File: config.mk
export PLATFORM = sky130hd
export DESIGN_NAME = add_arbiter4
export DESIGN_NICKNAME = d
export VERILOG_FILES = /design/src/rtl/add_arbiter4.sv
export SDC_FILE = /design/constraint.sdc
export NUM_CORES = 1
export LEC_CHECK = 0
export ABC_AREA = 1
export CORE_AREA = 2 2 158 160
export CTS_BUF_LIST = sky130_fd_sc_hd__clkbuf_8
export CTS_CLUSTER_SIZE = 25
export DETAILED_ROUTE_END_ITERATION = 12
export DIE_AREA = 0 0 160 162
export PLACE_DENSITY = 0.62
export SLEW_MARGIN = 20
export SYNTH_ARGS = -nofsm -noshare
export SYNTH_HDL_FRONTEND = slang
export SYNTH_SLANG_ARGS = --single-unit
File: constraint.sdc
create_clock -name clk -period 4.9 [get_ports clk]
set_clock_uncertainty 0.1 [all_clocks]
set_input_delay 1.225 -clock clk [delete_from_list [all_inputs] [get_ports clk]]
set_output_delay 1.225 -clock clk [all_outputs]
set_load 0.005 [all_outputs]
File: src/rtl/add_arbiter4.sv
// add_arbiter4: four-way round-robin front end for one shared 32-bit adder.
// It accepts one add request at a time from requesters 0..3, drives the
// external adder for one cycle, and holds the registered result until the
// consumer takes it. Each requester has a stored carry bit so that it can
// chain multi-word additions.
//
// Ports:
//   clk, rst_n           clock (rising edge) and async active-low reset
//   req_valid/req_ready  per-requester handshake (req_ready is one-hot or zero)
//   req_a, req_b         operands, requester i on bits [32i+31:32i]
//   req_cin, req_chain   per-requester carry-in / select the stored carry
//   add_a/add_b/add_cin  operands presented to the shared adder
//   add_s/add_cout       combinational result from the shared adder
//   rsp_valid/rsp_ready  result handshake
//   rsp_sum/rsp_cout     registered sum and carry-out
//   rsp_id               index of the requester that produced the result
module add_arbiter4 #(
    parameter int unsigned RR_INIT = 0
) (
    input  logic         clk,
    input  logic         rst_n,
    input  logic [3:0]   req_valid,
    output logic [3:0]   req_ready,
    input  logic [127:0] req_a,
    input  logic [127:0] req_b,
    input  logic [3:0]   req_cin,
    input  logic [3:0]   req_chain,
    output logic [31:0]  add_a,
    output logic [31:0]  add_b,
    output logic         add_cin,
    input  logic [31:0]  add_s,
    input  logic         add_cout,
    output logic         rsp_valid,
    input  logic         rsp_ready,
    output logic [31:0]  rsp_sum,
    output logic         rsp_cout,
    output logic [1:0]   rsp_id
);

    localparam logic [1:0] PTR_INIT = 2'(RR_INIT);

    typedef enum logic [1:0] {
        IDLE,
        ADD,
        RSP
    } state_t;

    state_t      state;
    state_t      state_next;

    logic [1:0]  ptr;
    logic [3:0]  cy_q;
    logic [31:0] op_a;
    logic [31:0] op_b;
    logic        op_cin;
    logic [1:0]  op_id;

    logic        grant_hit;
    logic [1:0]  grant_id;

    // Round-robin search: first valid requester at or above ptr, wrapping.
    always_comb begin
        logic [1:0] idx;
        grant_hit = 1'b0;
        grant_id  = '0;
        idx       = '0;
        for (int unsigned k = 0; k < 4; k++) begin
            idx = ptr + 2'(k);
            if (!grant_hit && req_valid[idx]) begin
                grant_hit = 1'b1;
                grant_id  = idx;
            end
        end
    end

    // State register
    always_ff @(posedge clk or negedge rst_n) begin
        if (!rst_n) begin
            state <= IDLE;
        end else begin
            state <= state_next;
        end
    end

    // Next-state logic
    always_comb begin
        state_next = state;
        case (state)
            IDLE:    if (grant_hit) state_next = ADD;
            ADD:     state_next = RSP;
            RSP:     if (rsp_ready) state_next = IDLE;
            default: state_next = IDLE;
        endcase
    end

    // Outputs; the adder operands always reflect the last captured request,
    // so they are stable outside ADD as well.
    always_comb begin
        req_ready = '0;
        if (state == IDLE && grant_hit) begin
            req_ready[grant_id] = 1'b1;
        end
        rsp_valid = (state == RSP);
        add_a     = op_a;
        add_b     = op_b;
        add_cin   = op_cin;
    end

    // Datapath registers
    always_ff @(posedge clk or negedge rst_n) begin
        if (!rst_n) begin
            ptr      <= PTR_INIT;
            cy_q     <= '0;
            op_a     <= '0;
            op_b     <= '0;
            op_cin   <= 1'b0;
            op_id    <= '0;
            rsp_sum  <= '0;
            rsp_cout <= 1'b0;
            rsp_id   <= '0;
        end else begin
            case (state)
                IDLE: begin
                    if (grant_hit) begin
                        op_a   <= req_a[{grant_id, 5'd0} +: 32];
                        op_b   <= req_b[{grant_id, 5'd0} +: 32];
                        op_cin <= req_chain[grant_id] ? cy_q[grant_id]
                                                      : req_cin[grant_id];
                        op_id  <= grant_id;
                    end
                end
                ADD: begin
                    rsp_sum      <= add_s;
                    rsp_cout     <= add_cout;
                    rsp_id       <= op_id;
                    cy_q[op_id]  <= add_cout;
                end
                RSP: begin
                    // Pointer advances past the requester just served.
                    if (rsp_ready) begin
                        ptr <= rsp_id + 2'd1;
                    end
                end
                default: ;
            endcase
        end
    end

endmodule

# Yosys cells after proc, flatten, opt, wreduce, memory -nomap -nowiden
# Index checks and enable logic that the tools add are counted.
# op_classes
addsub	4
order_cmp	8
n_eq_ne	4
n_shift	2
n_mux	32
reduce_logical	13
# ops
op	n
128-bit by 8-bit indexed part select with 32-bit output	2
2-bit by 3-bit < comparator with 1-bit output, second input constant	6
1-bit binary-select mux with 2-bit select	7
1-bit two-way mux	14
2-bit two-way mux	6
1-bit logical AND	6
2-bit case mux with 3 select lines	1
2-bit AND reduction	3
2-bit by 1-bit adder with 2-bit output, second input constant	2
2-bit adder, second input constant	2
4-bit bitwise mux	1
1-bit demux with 2-bit select	2
2-bit by 1-bit >= comparator with 1-bit output, second input constant	2
4-bit two-way mux	1
1-bit logical NOT	3
2-bit by 1-bit == test with 1-bit output, second input constant	1
2-bit == test, second input constant	1
2-bit logical NOT	1
2-bit by 1-bit inequality test with 1-bit output, second input constant	1
2-bit inequality test, second input constant	1
# word_totals
reg_bits	110
inputBits	304
out_inout_bits	105

# Longest topological paths before layout
# logic_depth
ltp_word	17
depth_mapped	16
mapped_depth_nobuf	14

# Worst setup path after synthesis
# Ideal clock, no wire load.
# synth_path
path_type	in2out
start	input port req_valid[3]
end	output port req_ready[0]
t_arrival_ns	2.379
slack_ns	1.196
path_stages	11
path_buffers	2
cell_sequence	inv_1 -> nand2_1 -> nand3_1 -> nand2_2 -> a21oi_1 -> nand2_1 -> nand2_4 -> buf_2 -> buf_2 -> nand2_1 -> nor2_1
# synth_between
elab_chain_cells	17
# synth_lines
element	line	text
from (decl)	22	input logic [3:0] req_valid,
1-bit binary-select mux with 2-bit select	69	if (!grant_hit && req_valid[idx]) begin
1-bit two-way mux (implied by the code)	69	
1-bit two-way mux	69	
1-bit logical NOT	69	
1-bit logical AND	69	
1-bit two-way mux	69	
1-bit logical NOT	69	
1-bit logical AND	69	
1-bit two-way mux	69	
1-bit logical NOT	69	
1-bit logical AND	69	
2-bit two-way mux	69	
2-bit by 3-bit < comparator with 1-bit output (implied by the code) or 2-bit by 1-bit >= comparator with 1-bit output (tied branches)	101	req_ready[grant_id] = 1'b1;
1-bit logical AND (implied by the code)	101	
1-bit two-way mux (implied by the code)	101	
1-bit demux with 2-bit select	101	
4-bit two-way mux (*)	100	if (state == IDLE && grant_hit) begin
to (decl)	23	output logic [3:0] req_ready,
# Every way passes the cells marked *; elsewhere a longest branch is shown, timed or not. The select of a mux whose other input is x is not followed.

# Worst setup path in the final report
# layout_path
start	input port req_valid[3]
end	output port req_ready[1]
# The elaborated chain is that of the path after synthesis.

==> qor.txt <==
post-DP HPWL = 20.8 mm
sw frac = 0.498
I/O Buffers = 408
Max Freq = 216 MHz
# rows = 57
final count of pins violating max slew = 0
area taken by multi-input logic gates = 0.00349 mm^2
CTS tree = built
Layout Utilization = 0.493
Post-synth EDFFs = 0
post-synthesis sequential area ratio = 0.372
Overall Global Routing Usage = 0.216
Vias = 8451
Post-Syn Nets = 1479
Mapped Avg Cell Area = 6.30 um^2
count of different cell masters after synthesis = 26
Post-Place Cell Area = 0.0117 mm^2
Post-CTS Setup Bufs = 0
layout cell share with drive strength beyond 1 = 0.0382
Pint = 3.84 mW
# fillers = 2496
crit path kind = in -> out
synthesis-to-layout area growth = 60.6%
clock latency at the later pin of the worst-skew pair = 0.42 ns
Worst Setup End Kind = output port
Hold Crit Start = rsp_sum[25]
vias in the first global route = 8209
P_sw = 3.81 mW
RSZ-0062 raised after global routing = no
count of final setup violators = 0
Worst-path clk slew = 0.14 ns
Num CTS Buffers = 9
nets = 1845
HP Class = reg -> reg
Critical Path AT = 3.31 ns
routability cong. = 0.848
Die Span Y = 162 um
CTS resizes = 0
design area = 0.0119 mm^2
Final Instance Count excl. Fillers = 1872
Startpoint Class = input port
Slew HR = 0.421
register area = 0.00275 mm^2
clock root cell = clkbuf_8
highest ir drop seen on vdd = 613 uV
CTS Sinks = 110
power share of the sequential group = 0.218
synth warn = 0
most common flop cell mapped by yosys = dfrtp_1
Max Cap Viol = 0
Final Hold Fails = 0
period utilization = 0.946
I/O pin count = 409
Final TNS setup = 0 ns
Worst Path Required = 3.58 ns
crit path time final = 4.64 ns
antenna viol nets, final = 0
largest net degree at the start of global routing = 187
CP Launch Point = req_valid[3]
# DRC = 0
first-pass GRT wire length = 44.2 mm
Clk pwr share = 0.083
Post-Route WL = 28.4 mm
status = completed
DR iter-0 viols = 483
cell area after synthesis = 0.00741 mm^2
DIE AREA = 0.0259 mm^2
Comb pwr share = 0.698
reg2reg start = ptr[0]
critical-path maximum fanout = 4
CTS max path bufs = 2
die width = 160 um
CORE AREA = 0.0241 mm^2
hold_buf cts = 0
Starting Density = 0.307
Post-Synthesis Cells = 1175
P_leak = 6.13 nW
TritonRoute pass-1 iters = 5
placed cells = 1854
power per cell area = 643 mW/mm^2
Congestion Overflow GR = 0
Slew @ Worst Pin = 0.868 ns
WL/cell = 15.2 um
FFs w/ async S/R, synth = 1.00
initial antenna violation count = 2
vias per inst = 4.51
post-synthesis register bit count = 110
H-tree depth = 3
## sequential cells by signal (all words and copies together), names as in the netlist
| signal | flops |
|---|---|
| add_a | 32 |
| ptr | 2 |
| op_id | 2 |
| add_b | 32 |
| rsp_sum | 32 |
| state | 2 |
| add_cin | 1 |
| rsp_id | 2 |
| rsp_cout | 1 |
| cy_q | 4 |
## worst max-delay path, stage by stage
cell             delay [ns]
clkdlybuf4s50_1        0.47
inv_1                  0.06
nand2_1                0.07
nand3_1                0.11
nand2_2                0.13
nor2_4                 0.06
nand2_1                0.04
or2_1                  0.13
nand2_4                0.06
inv_2                  0.07
nand3_1                0.17
nor2_1                 0.15
clkdlybuf4s50_1        0.53
## power groups by stage
stage | combinational (mW) | sequential, mW | clock [mW]
floorplan | 3.39 | 1.68 | 0
global placement | 5.39 | 1.67 | 0
detailed placement | 5.43 | 1.69 | 0
CTS | 5.45 | 1.67 | 0.665
global route | 6.04 | 1.73 | 0.696
finish | 5.34 | 1.67 | 0.637
## metrics by stage
stage	power [mW]	setup WS, ns	hold slack, ns
3_3_place_gp	7.06	0.297	0.352
4_1_cts	7.79	0.236	0.393
3_5_place_dp	7.12	0.237	0.358
6_report	7.65	0.263	0.388
5_1_grt	8.46	0.0957	0.414
2_1_floorplan	5.07	1.20	0.348
## cells in the mapped netlist, types with 3 or more instances
library cell / instances / area share
mux2_2: 4 / 0.0061
or2_2: 9 / 0.0076
inv_1: 212 / 0.11
a31oi_1: 3 / 0.0025
buf_4: 12 / 0.012
buf_6: 3 / 0.0046
nand2_1: 441 / 0.22
buf_2: 30 / 0.020
inv_2: 3 / 0.0015
or2_1: 41 / 0.035
dfrtp_1: 110 / 0.37
nor2_1: 13 / 0.0066
nand3_1: 242 / 0.16
a21oi_1: 3 / 0.0020
clkbuf_1: 21 / 0.011
or2_0: 7 / 0.0059
o21ai_0: 7 / 0.0047
## metal layers
metal,vias to the layer above,wire length [um],global-route usage
li1,4259,-,-
met1,3818,11300,0.250
met2,330,14000,0.383
met3,44,2330,0.0577
met4,0,749,0.0774
met5,-,0,0
## cells in the final DEF, fill, tap and decap left out
master             n
nand2_1          440
clkdlybuf4s50_1  407
nand3_1          242
inv_1            211
dfrtp_1          110
or2_1             41
buf_4             15
nor2_1            12
or2_2              9
clkbuf_8           9
o21ai_0            7
or2_0              7
inv_2              4
mux2_2             4
nand2_2            3
a31oi_1            3
a21oi_1            3
inv_12             3
diode_2            2
nor2_4             2
o21ai_1            2
nand2_4            2
nor2_2             2
inv_6              2
clkinv_8           2
nand3b_1           1
nand3_2            1
xnor2_1            1
buf_12             1
## cells by family after synthesis
logic type      count (synthesis)  synth area share
compound gates                 15            0.0106
xor+xnor                        1           0.00118
buf+inv                       283             0.158
flops                         110             0.372
mux                             4           0.00608
simple gates                  762             0.453
## area by class of cell
type	count	area share
inverters	215	0.0679
flip-flops and latches	110	0.232
clock buffers	9	0.0104
multi-input cells	782	0.294
diodes	2	0.000421
well taps	324	0.0341
repair buffers	423	0.354
clock inverters	7	0.00831
## final timing paths
check | to | slack (ns) | cells past startpoint
max | req_ready[1] | 0.26 | 13
max in group asynchronous | add_a[18] | 2.99 | 2
min | rsp_sum[25] | 0.39 | 2
max reg2reg | add_a[1] | 1.65 | 13
min reg2reg | rsp_sum[25] | 0.39 | 2
min in group asynchronous | rsp_sum[13] | 0.81 | 1
No activity file was read; power rests on OpenSTA's default activity.
